[src/rtl/pll_dyn_ctrl.sv]
// pll_dyn_ctrl: run-time controller for the rPLL dynamic configuration port.
// It brings the PLL up with default dividers after reset. It then accepts coarse
// (divider + reset/lock re-sequence) and fine (phase/duty/delay only) requests
// over a valid/ready handshake, and watches the lock signal for dropouts.
module pll_dyn_ctrl #(
  parameter int         RST_CYCLES   = 16,
  parameter int         LOCK_TIMEOUT = 65536,
  parameter int         INIT_IDIV    = 1,
  parameter int         INIT_FBDIV   = 1,
  parameter logic [5:0] INIT_ODSEL   = 6'd0
) (
  input  logic       clkin,
  input  logic       reset,
  input  logic       req_valid,
  output logic       req_ready,
  input  logic       req_fine,
  input  logic [6:0] req_idiv,
  input  logic [6:0] req_fbdiv,
  input  logic [5:0] req_odsel,
  input  logic [3:0] req_psda,
  input  logic [3:0] req_dutyda,
  input  logic [3:0] req_fdly,
  input  logic       pll_lock,
  output logic       pll_reset,
  output logic [5:0] idsel,
  output logic [5:0] fbdsel,
  output logic [5:0] odsel,
  output logic [3:0] psda,
  output logic [3:0] dutyda,
  output logic [3:0] fdly,
  output logic       busy,
  output logic       done,
  output logic       err,
  output logic [1:0] err_code,
  output logic       locked,
  output logic       lock_lost,
  input  logic       lock_lost_clr
);

  localparam int RCW = (RST_CYCLES > 1) ? $clog2(RST_CYCLES + 1) : 1;
  localparam int TCW = (LOCK_TIMEOUT > 1) ? $clog2(LOCK_TIMEOUT + 1) : 1;

  localparam logic [RCW-1:0] RST_LAST = RCW'(RST_CYCLES - 1);
  localparam logic [TCW-1:0] TMO_LAST = TCW'(LOCK_TIMEOUT - 1);

  // Divider codes count down from 64, with 64 itself wrapping to zero.
  localparam logic [5:0] INIT_IDSEL  = 6'((64 - INIT_IDIV) % 64);
  localparam logic [5:0] INIT_FBDSEL = 6'((64 - INIT_FBDIV) % 64);

  localparam logic [1:0] ERR_OK      = 2'd0;
  localparam logic [1:0] ERR_RANGE   = 2'd1;
  localparam logic [1:0] ERR_TIMEOUT = 2'd2;

  typedef enum logic [1:0] {
    ST_RST,
    ST_WAIT,
    ST_IDLE
  } state_t;

  state_t         state_q;
  logic [RCW-1:0] rstCnt_q;
  logic [TCW-1:0] tmoCnt_q;
  logic           lockMeta_q;
  logic           lockSync_q;
  logic           pllReset_q;
  logic           busy_q;
  logic           ready_q;
  logic           done_q;
  logic           err_q;
  logic [1:0]     errCode_q;
  logic           locked_q;
  logic           lockLost_q;
  logic [5:0]     idsel_q;
  logic [5:0]     fbdsel_q;
  logic [5:0]     odsel_q;
  logic [3:0]     psda_q;
  logic [3:0]     dutyda_q;
  logic [3:0]     fdly_q;

  logic           reqFire;
  logic           rangeOk;
  logic           lossEvent;
  logic [5:0]     idsel_d;
  logic [5:0]     fbdsel_d;

  assign reqFire   = req_valid && ready_q;
  assign rangeOk   = (req_idiv != 7'd0) && (req_idiv <= 7'd64) &&
                     (req_fbdiv != 7'd0) && (req_fbdiv <= 7'd64);
  assign lossEvent = (state_q == ST_IDLE) && locked_q && !lockSync_q;
  assign idsel_d   = 6'(7'd64 - req_idiv);
  assign fbdsel_d  = 6'(7'd64 - req_fbdiv);

  // Bring the asynchronous PLL lock into the clkin domain through two flops.
  always_ff @(posedge clkin or posedge reset) begin
    if (reset) begin
      lockMeta_q <= 1'b0;
      lockSync_q <= 1'b0;
    end else begin
      lockMeta_q <= pll_lock;
      lockSync_q <= lockMeta_q;
    end
  end

  // Sequencer: reset hold, lock wait with timeout, then idle request handling.
  always_ff @(posedge clkin or posedge reset) begin
    if (reset) begin
      state_q    <= ST_RST;
      rstCnt_q   <= '0;
      tmoCnt_q   <= '0;
      pllReset_q <= 1'b1;
      busy_q     <= 1'b1;
      ready_q    <= 1'b0;
      done_q     <= 1'b0;
      err_q      <= 1'b0;
      errCode_q  <= ERR_OK;
      locked_q   <= 1'b0;
      lockLost_q <= 1'b0;
      idsel_q    <= INIT_IDSEL;
      fbdsel_q   <= INIT_FBDSEL;
      odsel_q    <= INIT_ODSEL;
      psda_q     <= 4'd0;
      dutyda_q   <= 4'b1000;
      fdly_q     <= 4'd0;
    end else begin
      done_q <= 1'b0;
      err_q  <= 1'b0;

      if (lossEvent) begin
        lockLost_q <= 1'b1;
      end else if (lock_lost_clr) begin
        lockLost_q <= 1'b0;
      end

      case (state_q)
        ST_RST: begin
          if (rstCnt_q == RST_LAST) begin
            state_q    <= ST_WAIT;
            rstCnt_q   <= '0;
            tmoCnt_q   <= '0;
            pllReset_q <= 1'b0;
          end else begin
            rstCnt_q <= rstCnt_q + RCW'(1);
          end
        end

        ST_WAIT: begin
          if (lockSync_q) begin
            state_q   <= ST_IDLE;
            busy_q    <= 1'b0;
            locked_q  <= 1'b1;
            done_q    <= 1'b1;
            errCode_q <= ERR_OK;
          end else if (tmoCnt_q == TMO_LAST) begin
            state_q   <= ST_IDLE;
            busy_q    <= 1'b0;
            locked_q  <= 1'b0;
            done_q    <= 1'b1;
            err_q     <= 1'b1;
            errCode_q <= ERR_TIMEOUT;
          end else begin
            tmoCnt_q <= tmoCnt_q + TCW'(1);
          end
        end

        ST_IDLE: begin
          ready_q <= 1'b1;
          if (lossEvent) begin
            locked_q <= 1'b0;
          end
          if (reqFire) begin
            if (req_fine) begin
              psda_q    <= req_psda;
              dutyda_q  <= req_dutyda;
              fdly_q    <= req_fdly;
              done_q    <= 1'b1;
              errCode_q <= ERR_OK;
            end else if (!rangeOk) begin
              done_q    <= 1'b1;
              err_q     <= 1'b1;
              errCode_q <= ERR_RANGE;
            end else begin
              idsel_q    <= idsel_d;
              fbdsel_q   <= fbdsel_d;
              odsel_q    <= req_odsel;
              psda_q     <= req_psda;
              dutyda_q   <= req_dutyda;
              fdly_q     <= req_fdly;
              locked_q   <= 1'b0;
              state_q    <= ST_RST;
              rstCnt_q   <= '0;
              pllReset_q <= 1'b1;
              busy_q     <= 1'b1;
              ready_q    <= 1'b0;
            end
          end
        end

        default: begin
          state_q <= ST_RST;
        end
      endcase
    end
  end

  assign req_ready = ready_q;
  assign pll_reset = pllReset_q;
  assign busy      = busy_q;
  assign done      = done_q;
  assign err       = err_q;
  assign err_code  = errCode_q;
  assign locked    = locked_q;
  assign lock_lost = lockLost_q;
  assign idsel     = idsel_q;
  assign fbdsel    = fbdsel_q;
  assign odsel     = odsel_q;
  assign psda      = psda_q;
  assign dutyda    = dutyda_q;
  assign fdly      = fdly_q;

endmodule

[config.mk]
export PLATFORM = sky130hd
export DESIGN_NAME = pll_dyn_ctrl
export DESIGN_NICKNAME = d
export VERILOG_FILES = /design/src/rtl/pll_dyn_ctrl.sv
export SDC_FILE = /design/constraint.sdc
export NUM_CORES = 1
export LEC_CHECK = 0
export ABC_AREA = 1
export CAP_MARGIN = 15
export CORE_UTILIZATION = 50
export CTS_CLUSTER_DIAMETER = 50
export DETAILED_ROUTE_END_ITERATION = 12
export PLACE_DENSITY = 0.81
export SLEW_MARGIN = 20
export SYNTH_ARGS = -nofsm -noshare
export SYNTH_HDL_FRONTEND = slang
export SYNTH_SLANG_ARGS = --single-unit
[constraint.sdc]
create_clock -name clkin -period 2.6 [get_ports clkin]
set_clock_uncertainty 0.2 [all_clocks]
set_input_delay 0.52 -clock clkin [delete_from_list [all_inputs] [get_ports clkin]]
set_output_delay 0.52 -clock clkin [all_outputs]
set_load 0.03 [all_outputs]
==> results of run 1 <==
cells in the mapped netlist (8+ instances only):
cell type,count
nor3_1,9
o21ai_0,15
a21oi_1,13
dfstp_2,15
inv_1,52
nand2_1,84
nand4_1,13
nor2_1,26
nand2_2,21
dfrtp_1,50
nand3_1,33
o21ai_2,19
ha_1,8
xor2_1,8
flip-flops by register name, indices dropped and copies added, names as in the netlist, 2 cells and up:
| signal | flops |
|---|---|
| odsel | 6 |
| idsel | 6 |
| dutyda | 4 |
| psda | 4 |
| fdly | 4 |
| rstCnt_q | 5 |
| err_code | 2 |
| state_q | 2 |
| tmoCnt_q | 17 |
| fbdsel | 6 |
per-layer routing:
layer / wire, microns / vias up
li1: - / 1500
met3: 408 / 16
met1: 3600 / 1429
met4: 158 / 0
met2: 3970 / 85
met5: 0 / -
per-stage QoR:
step / setup slack [ns] / utilization / setup TNS (ns) / std cells / hold WS, ns
3_5_place_dp: 0.0339 / 0.656 / 0 / 567 / 0.158
5_1_grt: -0.0814 / 0.706 / -0.974 / 587 / 0.183
3_3_place_gp: 0.0905 / 0.656 / 0 / 567 / 0.133
4_1_cts: 0.00872 / 0.693 / 0 / 583 / 0.172
2_1_floorplan: 0.278 / - / 0 / 404 / 0.131
6_report: 0.0868 / 0.706 / 0 / 587 / 0.168
repair_timing:
item / CTS / global route
resized for setup: 0 / 20
setup buffers: 0 / 4
setup endpoints to repair: 0 / 22
logic make-up after synthesis:
logic type | after synthesis | share of synthesized area
and+or+nand+nor | 200 | 0.283
buffers and inverters | 67 | 0.0893
DFF | 65 | 0.472
AOI/OAI and AO/OA | 54 | 0.103
xor gates and xnor gates | 10 | 0.0251
adders and majority gates | 8 | 0.0287
worst max-delay path: stages (launching register included):
cell and delay, ns:
dfrtp_1 0.35, ha_2 0.18, nand2_2 0.05, inv_2 0.08, nand4_1 0.14, inv_1 0.13, nand3_2 0.10, nor4_4 0.23
ha_2 0.23, inv_2 0.05, nand3_2 0.07, o21ai_2 0.08, nand2_4 0.10, nor2_1 0.06, or2_1 0.20, a21boi_2 0.14
area by class of cell:
class | count | area [sq um] | area share
well taps | 80 | 100 | 0.0210
repair buffers | 97 | 968 | 0.203
clock buffers | 10 | 138 | 0.0288
flip-flops and latches | 65 | 1650 | 0.345
inverters | 57 | 219 | 0.0459
multi-input cells | 272 | 1590 | 0.333
clock inverters | 6 | 115 | 0.0241
where the power goes:
part | internal (mW) | switching [mW] | leakage (nW)
clock | 0.666 | 0.410 | 0.123
sequential | 1.28 | 0.148 | 0.821
combinational | 0.749 | 1.07 | 1.32
worst min path at each step:
stage          startpoint         end  slack (ns)  cells after the start
6_report       lockMeta_q  lockSync_q        0.17                      0
5_1_grt        lockMeta_q  lockSync_q        0.18                      0
4_1_cts        lockMeta_q  lockSync_q        0.17                      0
3_5_place_dp   lockMeta_q  lockSync_q        0.16                      0
3_3_place_gp   lockMeta_q  lockSync_q        0.13                      0
2_1_floorplan  lockMeta_q  lockSync_q        0.13                      0
==> metrics.md, run 1 <==
| Metric | Value |
|---|---|
| Outcome | finished clean |
| FF-to-FF End | tmoCnt_q[8] |
| CP Capture Type | flip-flop |
| Met1 Usage GRT | 0.317 |
| Chip width | ~86 microns |
| PD cells | 904 nW/um^2 |
| Yosys warns | 0 |
| Cell Area, Placed | around 4400 sq um |
| Slew headroom | 0.752 |
| Power Total | around 4.3 mW |
| Crit-path max FO | 4 |
| Avg WL per Cell | roughly 14 microns |
| Hold Crit Class | flip-flop to flip-flop |
| Distinct cell type count after synthesis | 37 |
| Routed vias | 3030 |
| Largest area contributor in the netlist | dfrtp_1 |
| Unrepaired setup endpoints after global routing | yes |
| Full die area | ~7300 sq um |
| Initial Util | 0.516 |
| Final setup viols | 0 |
| CP Class | flip-flop to flip-flop |
| Antenna violations before repair | 0 |
| Share of layout cells above drive strength 1 | 0.239 |
| M2 GR Usage | 0.377 |
| Placed wire-length estimate | roughly 5600 microns |
| Clk sinks | 65 |
| VDD IR-drop max | between 0.4 and 0.5 mV |
| Max H-tree Level | 3 |
| Clk slew on worst S/H paths | 0.08 ns |
| Commonest non-fill, non-tap cells in the layout | 82 x nand2_1, 76 x clkdlybuf4s50_1, 50 x dfrtp_1, 49 x inv_1, 31 x nand3_1 |
| Core area | about 6800 sq um |
| IO Pins | 77 |
| Cells after Synth | 404 |
| CTS buffer count | 9 |
| Vias in the first global route | between 2k and 3k |
| Remaining Overflow, GRT | 0 |
| Diodes inserted | 0 |
| Post-synth EDFFs | 0 |
| FFs w/ async S/R, synth | 1.00 |
| Post-route cell area | about 4800 sq um |
| Fin crit share | 0.967 |
| Final Max Slew Viols | 0 |
| Worst-margin pin slew | approximately 0.37 ns |
| First-pass DRT Iterations | 4 |
| Top FF cell, synth | dfrtp_1 |
| Largest net degree at the start of global routing | 66 |
| CTS tree | done |
| DRC viols | 0 |
| Critical Path Start Type | flip-flop |
| Syn Area/Cell | 8.63 sq um |
| R2R depth | 15 |
| Area contributors post-synth | dfrtp_1 36%, dfstp_2 11%, nand2_1 9.0%, inv_1 5.6%, o21ai_2 4.8% |
| WP data required | approximately 2.6 ns |
| Maxcap violations | 0 |
| CTS Root Cell | clkbuf_8 |
| Die Ht | 85.5 microns |
| Gpl congestion | 0.853 |
| Final wirelength | 8140 microns |
| R2R Setup Slk | a little under 0.09 ns |
| Mapped cell area | around 3500 sq um |
| Vias per std cell | approximately 5.2 |
| Syn nets | 450 |
| Final net count | around 550 |
| Input/output buffers | 76 |
| Crit path to | tmoCnt_q[8] |
| Flops & latches, synth | 65 |
| Routed Antenna Nets | 0 |
| Top Usage Layer GRT | met2 |
| Synth top area share | 0.359 |
| Met3 Use GR | 0.0491 |
| Commonest non-fill, non-tap cell in the layout | nand2_1 |
| Longest Clk Path Bufs | 2 |
| FMAX | approximately 400 MHz |
| Worst skew pair latency | roughly 0.35 ns |
| Rows | 30 |
| DR iter-0 viols | approximately 220 |
| FILL cells | approximately 470 |
| CP startpoint | tmoCnt_q[0] |
| First-pass GRT wire length | around 14000 microns |
| Hold buffers post-CTS | 0 |
| Pleak | about 2.3 nW |
| Final min period | around 2.5 ns |
| R2r startpoint | tmoCnt_q[0] |
| GRT Resource Usage Total | 0.236 |
| Arrival @ worst endpoint | between 2 and 3 ns |
| Area delta synth->final | 36.8% |
| Sequential element share of the synthesized area | 0.472 |
| Final Hold Viols | 0 |
Note: power is estimated with default switching activity, not from simulation.
==> run 2: changes to the inputs <==
Clock period 2.6 ns to 2.8 ns, I/O delays scaled along.
==> run 2 against run 1 <==
Effect of this change: critical path depth up 2; routed wire length down 5.4%; non-clock buffer count down 17; combinational power down 18%; first-iteration DRC count down 38%; count of clock-buffer cells in the layout up 1; sequential share of layout area up 2.0 points; flip-flop and latch count unchanged; total power down 16%; highest routed layer unchanged.
==> metrics.md, run 2 (synthesis results as in run 1) <==
| Metric | Value |
|---|---|
| Routed Antenna Nets | 0 (unchanged) |
| Vias in the first global route | 2917 (-1.5%) |
| CP Capture Type | flip-flop |
| Slew headroom | 0.731 (-0.0211) |
| Max H-tree Level | 3 (unchanged) |
| Input/output buffers | 76 (unchanged) |
| PD cells | 804 nW/um^2 (-11%) |
| Rows | 30 (unchanged) |
| Fin crit share | 0.920 (-0.0468) |
| Largest register by flop count | tmoCnt_q |
| Setup TNS | 0 ns (unchanged) |
| IO Pins | 77 (unchanged) |
| Clk pwr share | 0.220 (-0.029) |
| Commonest non-fill, non-tap cell in the layout | nand2_1 |
| GRT Resource Usage Total | 0.226 (-0.00936) |
| Multi-input gate area | 1540 sq um (-3.0%) |
| Clk slew on worst S/H paths | 0.07 ns (about the same) |
| Worst-margin pin slew | 0.404 ns (+0.0328 ns) |
| P_sw | 1.44 mW (-12%) |
| Gpl congestion | 0.904 (+5.9%) |
| Core area | 6760 sq um (unchanged) |
| Remaining Overflow, GRT | 0 (unchanged) |
| Largest net degree at the start of global routing | 66 (unchanged) |
| Routed vias | 2960 (-2.3%) |
| Final Hold Viols | 0 (unchanged) |
| FILL cells | 531 (+12%) |
| Critical Path Start Type | flip-flop |
| CP Class | flip-flop to flip-flop |
| Hold buffers post-CTS | 0 (unchanged) |
| Min setup slack post-route | 0.225 ns (+0.138 ns) |
| Share of layout cells above drive strength 1 | 0.188 (-0.0509) |
| FMAX | 388 MHz (-2.4%) |
| Flop pwr share | 0.366 (+0.036) |
| Area delta synth->final | 29.4% |
| Internal power | 2.19 mW (-19%) |
| Clk sinks | 65 (unchanged) |
| Gate power share | 0.414 (-0.007) |
| CTS buffer count | 9 (unchanged) |
| Maxcap violations | 0 (unchanged) |
| Hold Crit Class | flip-flop to flip-flop |
| Die Ht | 85.5 microns (unchanged) |
| Register area | 1650 sq um (unchanged) |
| Avg WL per Cell | 13.5 microns (-2.6%) |
| DRC viols | 0 (unchanged) |
| VDD IR-drop max | 0.336 mV (-28%) |
| WP data required | 2.82 ns (+0.18 ns) |
| Chip width | 85.5 microns (unchanged) |
| Placed wire-length estimate | 5550 microns (-1.4%) |
| Crit-path max FO | 17 (+13) |
| Vias per std cell | 5.19 (+0.60%) |
| Diodes inserted | 0 (unchanged) |
| Final net count | 531 (-3.1%) |
| Unrepaired setup endpoints after global routing | no |
| Longest Clk Path Bufs | 2 (unchanged) |
| Final Max Slew Viols | 0 (unchanged) |
| Pleak | 2.11 nW (-6.7%) |
| Antenna violations before repair | 0 (unchanged) |
| Final min period | 2.58 ns (+0.0623 ns) |
| Full die area | 7310 sq um (unchanged) |
| CTS tree | done |
| Sw frac | 0.396 (+0.0191) |
| Max reg flops | 17 (unchanged) |
| DR iter-0 viols | 138 (-38%) |
| Final setup viols | 0 (unchanged) |
| First-pass DRT Iterations | 4 (unchanged) |
| First-pass GRT wire length | 13200 microns (-3.6%) |
| Setup WS pre-CTS | 0.167 ns (+0.133 ns) |
| CTS Root Cell | clkbuf_8 |
| Commonest non-fill, non-tap cells in the layout | 84 x nand2_1, 76 x clkdlybuf4s50_1, 51 x inv_1, 50 x dfrtp_1, 33 x nand3_1 |
| Initial Util | 0.516 (unchanged) |
| Final wirelength | 7700 microns (-5.4%) |
| Worst skew pair latency | 0.34 ns (about the same) |
| Outcome | finished clean |
| Arrival @ worst endpoint | 2.59 ns (+0.04 ns) |
## run 2: cell count changes in the layout (fill, tap and decap cells not counted), sizes merged
cell	change
clkbuf	+1
clkinvlp	+1
buf	-17
bufinv	-2
## run 2: what timing repair did
item / 4_1_cts / 5_1_grt
setup endpoints to repair: 0 / 9
setup buffers: 0 / 0
resized for setup: 0 / 2
hold endpoints to repair: 0 / 0
## run 2: routing by layer
| metal | vias up | global-route usage | part of all wire |
|---|---|---|---|
| met4 | 0 | 0.0879 | 0.013 |
| met1 | 1399 | 0.298 | 0.45 |
| met2 | 84 | 0.377 | 0.49 |
| met3 | 8 | 0.0375 | 0.044 |
| met5 | - | 0 | 0 |
| li1 | 1469 | - | - |
## run 2: final cells by class
| type | instances | share of cell area |
|---|---|---|
| Tap cell | 80 | 0.0222 |
| Multi-Input combinational cell | 272 | 0.341 |
| Inverter | 57 | 0.0479 |
| Clock buffer | 11 | 0.0313 |
| Timing Repair Buffer | 80 | 0.181 |
| Clock inverter | 5 | 0.0122 |
| Sequential cell | 65 | 0.364 |
## run 2: critical path, stage by stage, from the launching register on
cell and delay [ns]:
dfrtp_1 0.37, ha_1 0.17, nand2_1 0.06, inv_1 0.11
nand4_1 0.14, inv_1 0.10, nand3_1 0.10, nor4_2 0.16
ha_2 0.24, inv_1 0.05, nand3_1 0.08, o21ai_1 0.11
nand2_4 0.14, inv_4 0.09, nand2_2 0.08, inv_1 0.03
o21ai_0 0.15, nor2_1 0.05
## run 2: worst paths after layout
path,startpoint,to,slack (ns),cells past startpoint
setup / recovery,tmoCnt_q[1],tmoCnt_q[7],0.22,17
hold / removal,lockMeta_q,lockSync_q,0.18,0
setup reg to reg,tmoCnt_q[1],tmoCnt_q[7],0.22,17
hold reg to reg,lockMeta_q,lockSync_q,0.18,0
max in group asynchronous,reset,busy,1.65,3
min in group asynchronous,reset,dutyda[2],0.40,3
## run 2: power by group through the flow
stage / Combinational [mW] / Clock (mW) / Sequential, mW
2_1_floorplan: 0.683 / 0 / 1.64
3_3_place_gp: 1.47 / 0 / 1.33
3_5_place_dp: 1.50 / 0 / 1.34
4_1_cts: 1.51 / 0.819 / 1.33
5_1_grt: 1.64 / 0.863 / 1.35
6_report: 1.50 / 0.799 / 1.33
## run 2: through the flow
| step | hold slack [ns] | area [sq um] | instances | util | power (mW) |
|---|---|---|---|---|---|
| after floorplan | 0.131 | 3490 | 404 | - | 2.33 |
| after global placement | 0.135 | 4310 | 554 | 0.638 | 2.81 |
| after detailed placement | 0.161 | 4310 | 554 | 0.638 | 2.85 |
| after CTS | 0.184 | 4510 | 570 | 0.667 | 3.66 |
| after global routing | 0.193 | 4510 | 570 | 0.668 | 3.86 |
| final | 0.177 | 4510 | 570 | 0.668 | 3.63 |
